File: config.mk
export PLATFORM = sky130hd
export DESIGN_NAME = msdap_main_ctrl
export DESIGN_NICKNAME = d
export VERILOG_FILES = /design/src/rtl/msdap_pkg.sv /design/src/rtl/msdap_zero_run_det.sv /design/src/rtl/msdap_main_ctrl.sv
export SDC_FILE = /design/constraint.sdc
export NUM_CORES = 1
export LEC_CHECK = 0
export ABC_CLOCK_PERIOD_IN_PS = 5300
export CORE_ASPECT_RATIO = 1.25
export CORE_MARGIN = 3
export CORE_UTILIZATION = 23
export CTS_CLUSTER_SIZE = 24
export DETAILED_ROUTE_END_ITERATION = 8
export GPL_ROUTABILITY_DRIVEN = 0
export GPL_TIMING_DRIVEN = 0
export PLACE_DENSITY_LB_ADDON = 0.25
export SLEW_MARGIN = 20
export SYNTH_ARGS = -nofsm -noshare
export SYNTH_HDL_FRONTEND = slang
export SYNTH_SLANG_ARGS = --single-unit
export TNS_END_PERCENT = 5
File: constraint.sdc
create_clock -name Dclk -period 5.3 [get_ports Dclk]
set_input_delay 0.53 -clock Dclk [delete_from_list [all_inputs] [get_ports Dclk]]
set_output_delay 0.53 -clock Dclk [all_outputs]
set_load 0.02 [all_outputs]
File: src/rtl/msdap_pkg.sv
// Shared constants and state encoding for the MSDAP input-path sequencer.
package msdap_pkg;

    localparam int WORD_W          = 16;
    localparam int RJ_WORDS_DEF    = 16;
    localparam int COEF_WORDS_DEF  = 512;
    localparam int DATA_DEPTH_DEF  = 256;
    localparam int SLEEP_ZEROS_DEF = 800;

    typedef enum logic [2:0] {
        ST_INIT      = 3'd0,
        ST_WAIT_RJ   = 3'd1,
        ST_READ_RJ   = 3'd2,
        ST_READ_COEF = 3'd3,
        ST_WAIT_IN   = 3'd4,
        ST_WORKING   = 3'd5,
        ST_CLEARING  = 3'd6,
        ST_SLEEP     = 3'd7
    } state_e;

endpackage

File: src/rtl/msdap_zero_run_det.sv
// Counts consecutive all-zero stereo samples; flags the sample that completes the run.
// Only compiled when MSDAP_SLEEP_EN is defined.
`ifdef MSDAP_SLEEP_EN
module msdap_zero_run_det
    import msdap_pkg::*;
#(
    parameter int SLEEP_ZEROS = SLEEP_ZEROS_DEF
) (
    input  logic              clk_i,
    input  logic              rst_ni,
    input  logic              clear_i,
    input  logic              vld_i,
    input  logic [WORD_W-1:0] data_L_i,
    input  logic [WORD_W-1:0] data_R_i,
    output logic              sleep_hit_o
);

    localparam int CW = $clog2(SLEEP_ZEROS + 1);
    localparam logic [CW-1:0] HIT = CW'(SLEEP_ZEROS - 1);
    localparam logic [CW-1:0] SAT = CW'(SLEEP_ZEROS);

    logic [CW-1:0] cnt_q, cnt_d;
    logic          zero;

    assign zero = (data_L_i == '0) && (data_R_i == '0);

    always_comb begin
        cnt_d = cnt_q;
        if (clear_i)
            cnt_d = '0;
        else if (vld_i)
            cnt_d = !zero ? '0 : ((cnt_q == SAT) ? SAT : cnt_q + 1'b1);
    end

    always_ff @(posedge clk_i or negedge rst_ni) begin
        if (!rst_ni) cnt_q <= '0;
        else         cnt_q <= cnt_d;
    end

    // The current sample is the SLEEP_ZEROS-th zero when SLEEP_ZEROS-1 are already counted.
    assign sleep_hit_o = vld_i & zero & (cnt_q >= HIT);

endmodule
`endif

File: src/rtl/msdap_main_ctrl.sv
// MSDAP input-path sequencer: routes words to Rj, coefficient and circular data memory.
// Define MSDAP_SLEEP_EN to enable the zero-run detector and the SLEEP state.
module msdap_main_ctrl
    import msdap_pkg::*;
#(
    parameter int RJ_WORDS    = RJ_WORDS_DEF,
    parameter int COEF_WORDS  = COEF_WORDS_DEF,
    parameter int DATA_DEPTH  = DATA_DEPTH_DEF
`ifdef MSDAP_SLEEP_EN
  , parameter int SLEEP_ZEROS = SLEEP_ZEROS_DEF
`endif
) (
    input  logic                          Dclk,
    input  logic                          clear_n,
    input  logic                          input_ready,
    input  logic [WORD_W-1:0]             data_L,
    input  logic [WORD_W-1:0]             data_R,
    input  logic                          reset_req,
    input  logic                          compute_busy,
    output logic [2:0]                    state,
    output logic                          rj_we,
    output logic [$clog2(RJ_WORDS)-1:0]   rj_addr,
    output logic                          coef_we,
    output logic [$clog2(COEF_WORDS)-1:0] coef_addr,
    output logic                          dm_we,
    output logic [$clog2(DATA_DEPTH)-1:0] dm_addr,
    output logic [WORD_W-1:0]             wdata_L,
    output logic [WORD_W-1:0]             wdata_R,
    output logic                          compute_start,
    output logic                          sleep_flag,
    output logic                          overrun
);

    localparam int RA = $clog2(RJ_WORDS);
    localparam int CA = $clog2(COEF_WORDS);
    localparam int DA = $clog2(DATA_DEPTH);
    localparam logic [CA-1:0] RJ_LAST   = CA'(RJ_WORDS - 1);
    localparam logic [CA-1:0] COEF_LAST = CA'(COEF_WORDS - 1);
    localparam logic [DA-1:0] DA_LAST   = DA'(DATA_DEPTH - 1);

    state_e              state_q, state_d;
    logic                ir_q;
    logic [DA-1:0]       clr_cnt_q, clr_cnt_d;
    logic [CA-1:0]       wcnt_q, wcnt_d;
    logic [DA-1:0]       wptr_q, wptr_d;
    logic                rj_we_q, rj_we_d;
    logic [RA-1:0]       rj_addr_q, rj_addr_d;
    logic                coef_we_q, coef_we_d;
    logic [CA-1:0]       coef_addr_q, coef_addr_d;
    logic                dm_we_q, dm_we_d;
    logic [DA-1:0]       dm_addr_q, dm_addr_d;
    logic [WORD_W-1:0]   wdata_L_q, wdata_L_d, wdata_R_q, wdata_R_d;
    logic                cs_pend_q, cs_pend_d;
    logic                compute_start_q;
    logic                overrun_q, overrun_d;

    logic ev, is_zero, flush, sleep_hit;

    assign ev      = input_ready & ~ir_q;
    assign is_zero = (data_L == '0) && (data_R == '0);
    assign flush   = reset_req &
                     ((state_q == ST_WAIT_IN) || (state_q == ST_WORKING) || (state_q == ST_SLEEP));

`ifdef MSDAP_SLEEP_EN
    logic smp_vld;
    assign smp_vld = ev & (state_q == ST_WORKING) & ~reset_req;

    msdap_zero_run_det #(.SLEEP_ZEROS(SLEEP_ZEROS)) u_zero_run (
        .clk_i       (Dclk),
        .rst_ni      (clear_n),
        .clear_i     (state_q != ST_WORKING),
        .vld_i       (smp_vld),
        .data_L_i    (data_L),
        .data_R_i    (data_R),
        .sleep_hit_o (sleep_hit)
    );
    assign sleep_flag = (state_q == ST_SLEEP);
`else
    assign sleep_hit  = 1'b0;
    assign sleep_flag = 1'b0;
`endif

    always_comb begin
        state_d     = state_q;
        clr_cnt_d   = clr_cnt_q;
        wcnt_d      = wcnt_q;
        wptr_d      = wptr_q;
        rj_we_d     = 1'b0;
        rj_addr_d   = rj_addr_q;
        coef_we_d   = 1'b0;
        coef_addr_d = coef_addr_q;
        dm_we_d     = 1'b0;
        dm_addr_d   = dm_addr_q;
        wdata_L_d   = wdata_L_q;
        wdata_R_d   = wdata_R_q;
        cs_pend_d   = 1'b0;
        overrun_d   = 1'b0;

        case (state_q)
            ST_INIT, ST_CLEARING: begin
                // Sweep the whole data memory with zeros; any word arriving now is lost.
                dm_we_d   = 1'b1;
                dm_addr_d = clr_cnt_q;
                wdata_L_d = '0;
                wdata_R_d = '0;
                clr_cnt_d = clr_cnt_q + 1'b1;
                overrun_d = ev;
                if (clr_cnt_q == DA_LAST) begin
                    state_d   = (state_q == ST_INIT) ? ST_WAIT_RJ : ST_WAIT_IN;
                    clr_cnt_d = '0;
                    wptr_d    = '0;
                end
            end
            ST_WAIT_RJ, ST_READ_RJ: begin
                if (ev) begin
                    rj_we_d   = 1'b1;
                    rj_addr_d = wcnt_q[RA-1:0];
                    wdata_L_d = data_L;
                    wdata_R_d = data_R;
                    wcnt_d    = wcnt_q + 1'b1;
                    state_d   = ST_READ_RJ;
                    if (wcnt_q == RJ_LAST) begin
                        state_d = ST_READ_COEF;
                        wcnt_d  = '0;
                    end
                end
            end
            ST_READ_COEF: begin
                if (ev) begin
                    coef_we_d   = 1'b1;
                    coef_addr_d = wcnt_q;
                    wdata_L_d   = data_L;
                    wdata_R_d   = data_R;
                    wcnt_d      = wcnt_q + 1'b1;
                    if (wcnt_q == COEF_LAST) begin
                        state_d = ST_WAIT_IN;
                        wcnt_d  = '0;
                    end
                end
            end
            default: begin
                // WAIT_IN, WORKING, SLEEP
                if (flush) begin
                    state_d   = ST_CLEARING;
                    clr_cnt_d = '0;
                end else if (ev && ((state_q != ST_SLEEP) || !is_zero)) begin
                    dm_we_d   = 1'b1;
                    dm_addr_d = wptr_q;
                    wptr_d    = wptr_q + 1'b1;
                    wdata_L_d = data_L;
                    wdata_R_d = data_R;
                    cs_pend_d = ~compute_busy;
                    overrun_d = compute_busy;
                    state_d   = sleep_hit ? ST_SLEEP : ST_WORKING;
                end
            end
        endcase
    end

    always_ff @(posedge Dclk or negedge clear_n) begin
        if (!clear_n) begin
            state_q         <= ST_INIT;
            ir_q            <= 1'b0;
            clr_cnt_q       <= '0;
            wcnt_q          <= '0;
            wptr_q          <= '0;
            rj_we_q         <= 1'b0;
            rj_addr_q       <= '0;
            coef_we_q       <= 1'b0;
            coef_addr_q     <= '0;
            dm_we_q         <= 1'b0;
            dm_addr_q       <= '0;
            wdata_L_q       <= '0;
            wdata_R_q       <= '0;
            cs_pend_q       <= 1'b0;
            compute_start_q <= 1'b0;
            overrun_q       <= 1'b0;
        end else begin
            state_q         <= state_d;
            ir_q            <= input_ready;
            clr_cnt_q       <= clr_cnt_d;
            wcnt_q          <= wcnt_d;
            wptr_q          <= wptr_d;
            rj_we_q         <= rj_we_d;
            rj_addr_q       <= rj_addr_d;
            coef_we_q       <= coef_we_d;
            coef_addr_q     <= coef_addr_d;
            dm_we_q         <= dm_we_d;
            dm_addr_q       <= dm_addr_d;
            wdata_L_q       <= wdata_L_d;
            wdata_R_q       <= wdata_R_d;
            cs_pend_q       <= cs_pend_d;
            compute_start_q <= cs_pend_q;
            overrun_q       <= overrun_d;
        end
    end

    assign state         = state_q;
    assign rj_we         = rj_we_q;
    assign rj_addr       = rj_addr_q;
    assign coef_we       = coef_we_q;
    assign coef_addr     = coef_addr_q;
    assign dm_we         = dm_we_q;
    assign dm_addr       = dm_addr_q;
    assign wdata_L       = wdata_L_q;
    assign wdata_R       = wdata_R_q;
    assign compute_start = compute_start_q;
    assign overrun       = overrun_q;

endmodule
Yosys cells after proc, flatten, opt, wreduce, memory -nomap -nowiden:

Index checks and enable logic that the tools add are counted.
W data, S select, Z words.

* bits in registers: 88
* input port bits: 37
* output and inout port bits: 62

* add/subtract/negate cells: 3
* equality and inequality tests: 18
* muxes and demuxes: 44
* bitwise gates (word level): 5
* reductions and logical operators: 26

Operators with widths (count)
* $mux W16: 6
* $pmux W16 S2: 2
* $mux W8: 7
* $pmux W8 S2: 3
* $mux W9: 4
* $logic_not A16 Y1: 2
* $mux W3: 7
* $pmux W9 S2: 1
* $add A8 B1 Y8 const B: 2
* $eq A3 B3 Y1 const B: 4
* $mux W1: 11
* $add A9 B1 Y9 const B: 1
* $eq A9 B4 Y1 const B: 1
* $eq A9 B9 Y1 const B: 1
* $pmux W3 S3: 1
* $reduce_and A3 Y1: 3
* $eq A8 B8 Y1 const B: 1
* $ne A2 B2 Y1 const B: 4
* $eq A3 B2 Y1 const B: 2
* $reduce_and A2 Y1: 3
* $reduce_bool A2 Y1: 3
* $reduce_and A5 Y1: 1
* $reduce_bool A5 Y1: 1
* $reduce_or A5 Y1: 1
* 15 further kinds: 24

Longest topological paths before layout:

* depth in word-level cells: 8
* mapped depth: 10
* gate-level depth less buffers: 10

Least setup slack after synthesis:

Ideal clock, no wire load.

* kind: input to register
* from: in data_L[10]
* to: reg wdata_L_q[10], in the netlist wdata_L[10]
* library setup time: 121 ps
* arrival: 2419 ps
* required time: 5179 ps
* path slack: 2760 ps
* stages on the path: 6
* cell sequence: or4_1 > or4_4 > o31ai_4 > a21oi_4 > clkbuf_8 > a22o_2

* word-level cells in the longest chain between the ends: 7
* elaborated cells between the ends (all ways): 11
* those cells by class: mux (4); reduce/logical (7)

Ends and longest elaborated chain
* from (decl): line msdap_main_ctrl.sv:16 `input logic [WORD_W-1:0] data_L,`
* $logic_not A16 Y1: line msdap_main_ctrl.sv:60 `assign is_zero = (data_L == '0) && (data_R == '0);`
* $logic_and A1 B1 Y1: line msdap_main_ctrl.sv:60
* $logic_not A1 Y1: line msdap_main_ctrl.sv:146 `end else if (ev && ((state_q != ST_SLEEP) || !is_zero)) begin`
* $logic_or A1 B1 Y1: line msdap_main_ctrl.sv:146
* $logic_and A1 B1 Y1: line msdap_main_ctrl.sv:146
* $reduce_bool A3 Y1 (no line)
* $reduce_and A3 Y1 (no line)
* to (signal assigned): line msdap_main_ctrl.sv:190 `wdata_L_q <= wdata_L_d;`
* to (decl): line msdap_main_ctrl.sv:52 `logic [WORD_W-1:0] wdata_L_q, wdata_L_d, wdata_R_q, wdata_R_d;`

Parallel ways exist; a longest one is shown, timed or not. The select of a mux whose other input is x is not followed.
A chain may end at the register's enable or synchronous reset.

Worst setup path after layout:

* from: in data_L[11]
* to: reg wdata_L_q[10], in the netlist wdata_L[10]

* word-level cells in the longest chain between the ends: 7

Ends and longest elaborated chain (line)
* $logic_not A16 Y1: msdap_main_ctrl.sv:60
* $logic_and A1 B1 Y1: msdap_main_ctrl.sv:60
* $logic_not A1 Y1: msdap_main_ctrl.sv:146
* $logic_or A1 B1 Y1: msdap_main_ctrl.sv:146
* $logic_and A1 B1 Y1: msdap_main_ctrl.sv:146
* $reduce_bool A3 Y1 (no line)
* $reduce_and A3 Y1 (no line)

Every way passes these cells.

==> impl_metrics.py <==
metrics = {
    "run": {
        "max_cap_violations": 0,
    },
    "synth": {
        "ys_seq_elements": 88,
        "synthCells": 351,
        "syn-num-nets": 392,
        "yosys.area_share.simple_pct": 12.6,
        "ys_async_sr_fraction_pct": 100,
        "synth_top_family_by_area": "compound AO/OA/AOI/OAI gates",
        "synth-xor-area-share_pct": 0.876,
        "seq_area_frac_synth_pct": 55.1,
        "synth_compound_area_share_pct": 21.4,
        "yosysWarningCount": 0,
        "synthAdderAreaFrac_pct": 1.25,
        "avgSynthCellArea_um2": 11.4,
        "yosysUniqueCellTypes": 51,
        "syn-cell-area_um2": 4000,
        "synth_edf_count": 0,
        "synth_flop_cell": "dfrtp_1",
        "synth_mux_area_share_pct": 3.91,
    },
    "pwr": {
        "power_density_nw_per_um2": 486,
        "finalPower_mw": 2.72,
        "clock_power_share_pct": 25.0,
        "p_switching_uw": 945,
        "p_int_mw": 1.77,
        "p_sw_share_pct": 34.8,
        "p_comb_share_pct": 38.7,
        "p_leak_nw": 2.32,
        "power_frac_seq_pct": 36.3,
        "peakVddDrop_uv": 209,
    },
    "global_routing": {
        "grt_usage_pct": 12.1,
        "grt_pass1_vias": 3304,
        "grt_max_degree": 47,
        "grt_pass1_wl_um": 17800,
        "grt-ovfl-total": 0,
        "antenna_found_initial": 0,
    },
    "worst_setup_path": {
        "worstPathRequired_ns": 5.53,
        "start_kind": "input pin",
        "cp_top_family": "simple AND/OR/NAND/NOR gates",
        "crit_path_max_fanout": 10,
        "crit_cells": 7,
        "reg2reg_to": "dm_addr[5]",
        "regToRegSetupSlack_ns": 2.96,
        "crit_buf_inv": 2,
        "r2r_cells": 6,
        "slowest_delay_ns": 0.54,
        "cp-startpoint": "data_L[11]",
        "r2r_start": "state[0]",
        "cp-endpoint": "wdata_L[10]",
        "path_class": "input pin to flip-flop",
        "endpoint_kind": "flip-flop",
        "cp_cell_sequence": "clkdlybuf4s50_1 -> or4_1 -> or4_4 -> o31ai_4 -> a21oi_4 -> clkbuf_8 -> a22o_2",
        "crit_slowest_cell": "or4_1",
        "arrival_ns": 3.08,
    },
    "timing": {
        "final_max_slew_viol_count": 0,
        "finalCriticalPeriod_ns": 2.85,
        "hold_viol": 0,
        "fmax_mhz": 351,
        "relSlewSlack_pct": 54.8,
        "fin_crit_sh_pct": 53.8,
        "worstMarginPinSlew_ns": 0.673,
        "layout_setup_ws_ns": 2.45,
        "setup_tns_ns": 0,
        "setup_violations": 0,
        "fin_worst_skew_ns": 0.00665,
        "rsz0062_at_grt": "no",
    },
    "routing": {
        "avgViaCountPerCell": 4.63,
        "drc": 0,
        "wl_per_cell_um": 16.2,
        "ant_nets": 0,
        "drt_iter0_drc": 178,
        "wl_um": 11100,
        "first_pass_iters": 4,
        "vias": 3171,
    },
    "cells_and_area": {
        "fill_cells": 1747,
        "area_growth_pct": 39.9,
        "mostFrequentLayoutCell": "clkdlybuf4s50_1",
        "fin_nets": 501,
        "final_cells": 685,
        "drive_above_1_share_pct": 14.8,
        "seq_area_um2": 2200,
        "diodes": 0,
        "multi_input_area_um2": 1600,
        "final_cell_mix": "clkdlybuf4s50_1 (96), dfrtp_1 (88), nand2_1 (24), a22o_2 (24), nor2_1 (22)",
    },
    "cts": {
        "cts_sinks": 88,
        "path_clk_slew_ns": 0.06,
        "cts_max_path_buffers": 2,
        "post-cts-setup-buffers": 0,
        "cts_tree": "yes",
        "h-tree-depth": 3,
        "post_cts_resize_count": 0,
        "clock-root-buffer": "clkbuf_16",
        "cts_made_buffers": 9,
        "cts_hold_buf": 0,
        "clock_latency_ns": 0.35,
    },
    "floorplanning": {
        "core_area_um2": 16900,
        "dieArea_um2": 19000,
        "initial_utilization_pct": 23.6,
        "num_rows": 53,
        "ios": 99,
        "die_w_um": 124,
        "die_y_um": 153,
    },
    "place": {
        "place_ws_ns": 2.05,
        "detailed_place_hpwl_um": 8070,
        "io_buffers": 97,
        "dp.cells": 669,
    },
    "worst_hold_path": {
        "worst_hold_path_type": "input pin to asynchronous set/reset pin",
    },
    "run_status": {
        "outcome": "completed",
    },
}
-- sequential cells by signal (all words and copies together) (netlist names), 3 cells and up --
| signal | count |
|---|---|
| clr_cnt_q | 8 |
| coef_addr | 9 |
| dm_addr | 8 |
| rj_addr | 4 |
| state | 3 |
| wcnt_q | 9 |
| wdata_L | 16 |
| wdata_R | 16 |
| wptr_q | 8 |
-- metal layers --
metal,GRT usage (%),part of all wire (%)
met4,5.85,2.5
met5,0,0
met1,15.5,44
met2,19.5,50
met3,2.41,3.9
-- worst register-to-register path, stage by stage, from the launching register on --
cell	delay, ns
dfrtp_1	0.42
clkbuf_1	0.36
nor2b_1	0.10
nor2_1	0.29
clkbuf_1	0.42
nand2_1	0.38
o211ai_1	0.28
-- worst min path at each step --
stage,slack (ns),endpoint,cells after the start
detailed placement,0.34,compute_start,0
floorplan,0.23,clr_cnt_q[0],0
CTS,0.11,wdata_R[5],1
global route,0.13,wdata_R[5],1
global placement,0.34,compute_start,0
finish,0.10,wdata_R[5],1
-- kinds of logic (layout without fill, tap and decap cells) --
family	count (synthesis)	after routing
AOI/OAI and AO/OA	108	108
and+or+nand+nor	99	99
DFF	88	88
buffers and inverters	33	147
muxes	14	14
adders and majority gates	4	4
xor gates and xnor gates	4	4
other	1	1
-- metrics by stage --
| stage | hold WS (ns) | util, % | area (um^2) |
|---|---|---|---|
| after floorplan | 0.234 | - | 4000 |
| after global placement | 0.337 | 31.0 | 5250 |
| after detailed placement | 0.342 | 31.2 | 5270 |
| after CTS | 0.107 | 33.1 | 5590 |
| after global routing | 0.127 | 33.1 | 5590 |
| final | 0.101 | 33.1 | 5590 |
-- final cells by class --
cell class,instances,area share [%]
clock buffers,14,5.08
well taps,220,4.92
flip-flops and latches,88,39.4
inverters,12,0.805
clock inverters,2,0.626
multi-input cells,230,28.7
repair buffers,98,17.9
plain buffers,21,2.64
-- synthesized netlist by cell type (2+ instances only) --
cell type,instances,area (um^2)
o211ai_1,13,97.6
clkbuf_1,12,45.0
nand2_1,24,90.1
mux2_2,13,146
nor2b_1,4,25.0
a22o_1,10,87.6
o31ai_1,5,37.5
nor3_1,8,40.0
nor4_1,6,37.5
inv_1,12,45.0
o21ai_0,18,90.1
o41ai_1,2,17.5
nand3_1,9,45.0
nand4_1,3,18.8
o31a_1,2,17.5
a22o_2,24,240
and2_1,3,18.8
nor2_1,22,82.6
nand4b_1,2,17.5
dfrtp_1,88,2200
a31oi_1,9,56.3
and3_1,6,37.5
or4_1,2,15.0
xnor2_1,4,35.0
buf_6,6,67.6
a21oi_1,9,45.0
nand2b_1,5,31.3
clkbuf_8,2,27.5
ha_1,4,50.1
o21a_1,3,22.5
-- power by group through the flow --
stage | Clock (mW) | Sequential, mW | Combinational (mW)
floorplan | 0 | 1.15 | 0.421
global placement | 0 | 0.996 | 1.05
detailed placement | 0 | 0.996 | 1.06
CTS | 0.704 | 0.988 | 1.07
global route | 0.731 | 1.02 | 1.14
finish | 0.678 | 0.988 | 1.05
(Power assumes the default switching activity.)
==> RTL change: new RTL, same settings <==
The option `MSDAP_SLEEP_EN` is turned on by a define.
--- a/src/rtl/msdap_zero_run_det.sv
+++ b/src/rtl/msdap_zero_run_det.sv
@@ -1,5 +1,7 @@
 // Counts consecutive all-zero stereo samples; flags the sample that completes the run.
 // Only compiled when MSDAP_SLEEP_EN is defined.
+`define MSDAP_SLEEP_EN
+
 `ifdef MSDAP_SLEEP_EN
 module msdap_zero_run_det
     import msdap_pkg::*;
Function: same outputs for any inputs over 10 cycles, from zero or initial values; that may be too few to reach the edited logic, so the function may still have changed.
==> RTL change against the unedited design <==
  * Synthesized area up 18%
  * Worst setup slack better by 0.43 ns
  * Design area up 14%
  * First-iteration DRC count up 54%
  * Synthesized cell count up 25%
  * Critical path type is now reg -> reg
  * Sequential cell count up 10
  * Largest power group unchanged
  * Critical endpoint is now state[1]$_DFFE_PN0P_
  * Largest cell class unchanged
  * Wire length up 19%
  * Power up 6.2%
  * Count of clock-buffer cells in the layout down 4
  * Final cell count up 20%
==> RTL change: results (changes against the unedited design) <==
.. list-table::
   :header-rows: 1

   * - Metric
     - Value
   * - Detail-routed net length per standard cell
     - 16.1 µm (-0.14%)
   * - Placed Cells
     - 803 (+20%)
   * - Post-synth top cells
     - sky130_fd_sc_hd__dfrtp_1 (98), sky130_fd_sc_hd__o21ai_0 (40), sky130_fd_sc_hd__a22o_1 (33)
   * - Maximum number of pins on one net before global-route repair
     - 52 (+11%)
   * - Outcome
     - completed
   * - Placed instance area
     - 6050 µm² (+15%)
   * - Share of synthesized area occupied by flip-flops and latches
     - 52.1% (-2.9 points)
   * - Post-layout nets
     - 592 (+18%)
   * - Distinct cell type count of the synthesized netlist
     - 58 (+14%)
   * - Routed Wire Length
     - 13200 µm (+19%)
   * - Layout cells sized above 1
     - 12.1% (-2.7 points)
   * - Top cells by area, synth
     - sky130_fd_sc_hd__dfrtp_1 (52%), sky130_fd_sc_hd__a22o_1 (6.1%), sky130_fd_sc_hd__o21ai_0 (4.3%), sky130_fd_sc_hd__a31oi_1 (4.0%), sky130_fd_sc_hd__mux2_2 (3.4%)
   * - Number of vias per cell after detailed routing
     - 4.87 (+5.3%)
   * - R2R Setup Slk
     - 2.88 ns (-0.08 ns)
   * - Complex-gate fraction of the synthesized area
     - 22.3% (+0.94 points)
   * - CP Data Arrival Time
     - 2.69 ns (-0.39 ns)
   * - Maximum vdd ir drop
     - 190 µV (-9.2%)
   * - Adder-Cell Fraction of Synth Area
     - 1.60% (+0.34 points)
   * - Mux cell area share after synthesis
     - 3.78% (-0.13 points)
   * - Clock latency reported for the late side of the worst-skew pair
     - 0.35 ns (about the same)
   * - Worst flop-to-flop path endpoint
     - state[1]$_DFFE_PN0P_
   * - Quantity of I/O buffers inserted on ports
     - 98 (+1.0%)
   * - Number of global-route vias before repair
     - 4117 (+25%)
   * - Depth of the most critical reg-to-reg path
     - 10 (+4)
   * - Met1 track utilization from global routing
     - 15.5% (-0.054 points)
   * - Number of buffers on the longest clock path
     - 2 (unchanged)
   * - Kind of launch point of the worst setup path
     - flop
   * - Combined global-route utilization of all metal layers
     - 12.0% (-0.11 points)
   * - DP HPWL
     - 9620 µm (+19%)
   * - Max FO, Critical Path
     - 7 (-3)
   * - Source of the worst register-to-register timing path
     - wcnt_q[0]$_DFFE_PN0P_
   * - Worst Clk Skew
     - 0.0116 ns (+0.00494 ns)
   * - Leakage component of the power
     - 0.00263 µW (+13%)
   * - Wire length the detailed router placed on met1
     - 5800 µm (+20%)
   * - GR met3 Demand/Resource
     - 3.45% (+1.0 points)
   * - Parity-gate share of the synthesized area counting xor and xnor cells
     - 0.745% (-0.13 points)
   * - Cells after synthesis
     - 439 (+25%)
   * - Net count of the mapped netlist
     - 482 (+23%)
   * - Fraction of met2 tracks used by global routing
     - 19.4% (-0.070 points)
   * - Wire length of the first global-routing pass
     - 21800 µm (+23%)
## RTL change: cell types whose count changed in the layout (fill, tap and decap cells not counted), sizes merged, moves of 5 or more
cell / unedited run / this run
o21ai: 19 / 43
a31oi: 9 / 30
buf: 9 / 21
nand3: 9 / 21
o211ai: 13 / 1
clkbuf: 28 / 17
dfrtp: 88 / 98
and3: 6 / 13
nand2: 24 / 29
## RTL change: logic make-up (layout without fill, tap and decap cells)
logic type | after synthesis | in the layout
AO/OA/AOI/OAI | 150 | 150
XOR/XNOR | 4 | 4
adder cells (fa/ha/maj) | 6 | 6
buffers and inverters | 34 | 149
flip-flops | 98 | 98
multiplexers | 16 | 16
AND/OR/NAND/NOR | 131 | 131
## RTL change: worst max path at each step
stage / to / slack [ns] / cells after the start
finish: state[1]$_DFFE_PN0P_ / 2.88 / 10
global route: state[1]$_DFFE_PN0P_ / 2.63 / 10
CTS: sleep_flag / 2.88 / 3
detailed placement: wptr_q[1]$_DFFE_PN0P_ / 2.56 / 7
global placement: wdata_R[13]$_DFFE_PN0P_ / -0.19 / 1
floorplan: state[0]$_DFFE_PN0P_ / 3.21 / 10
## RTL change: final cells by class
cell class | instances | area, µm²
multi-input cells | 307 | 2090
clock buffers | 10 | 239
well taps | 265 | 332
clock inverters | 6 | 72.6
fillers | 2016 | 13400
inverters | 8 | 30.0
plain buffers | 26 | 133
repair buffers | 99 | 1010
flip-flops and latches | 98 | 2450
## RTL change: power by group
| part | switching (µW) | total (µW) | internal [µW] |
|---|---|---|---|
| Sequential | 145 | 1080 | 936 |
| Clock | 305 | 689 | 384 |
| Combinational | 595 | 1110 | 519 |
| Total | 1050 | 2880 | 1840 |
## RTL change: critical path: stages, from the launching register on
cell and delay, ns:
sky130_fd_sc_hd__dfrtp_1 0.45, sky130_fd_sc_hd__ha_1 0.25, sky130_fd_sc_hd__and3_1 0.21, sky130_fd_sc_hd__and3_1 0.18, sky130_fd_sc_hd__and3_1 0.16, sky130_fd_sc_hd__ha_1 0.22, sky130_fd_sc_hd__nor2b_1 0.06, sky130_fd_sc_hd__o21ai_0 0.17
sky130_fd_sc_hd__a31oi_1 0.14, sky130_fd_sc_hd__a211oi_2 0.31, sky130_fd_sc_hd__mux2i_1 0.22
## RTL change: stage by stage
stage	setup slack, ns	hold slack (ns)
6_report	2.88	0.110
5_1_grt	2.63	0.138
4_1_cts	2.88	0.122
3_5_place_dp	2.56	0.337
3_3_place_gp	-0.190	0.335
2_1_floorplan	3.21	0.234
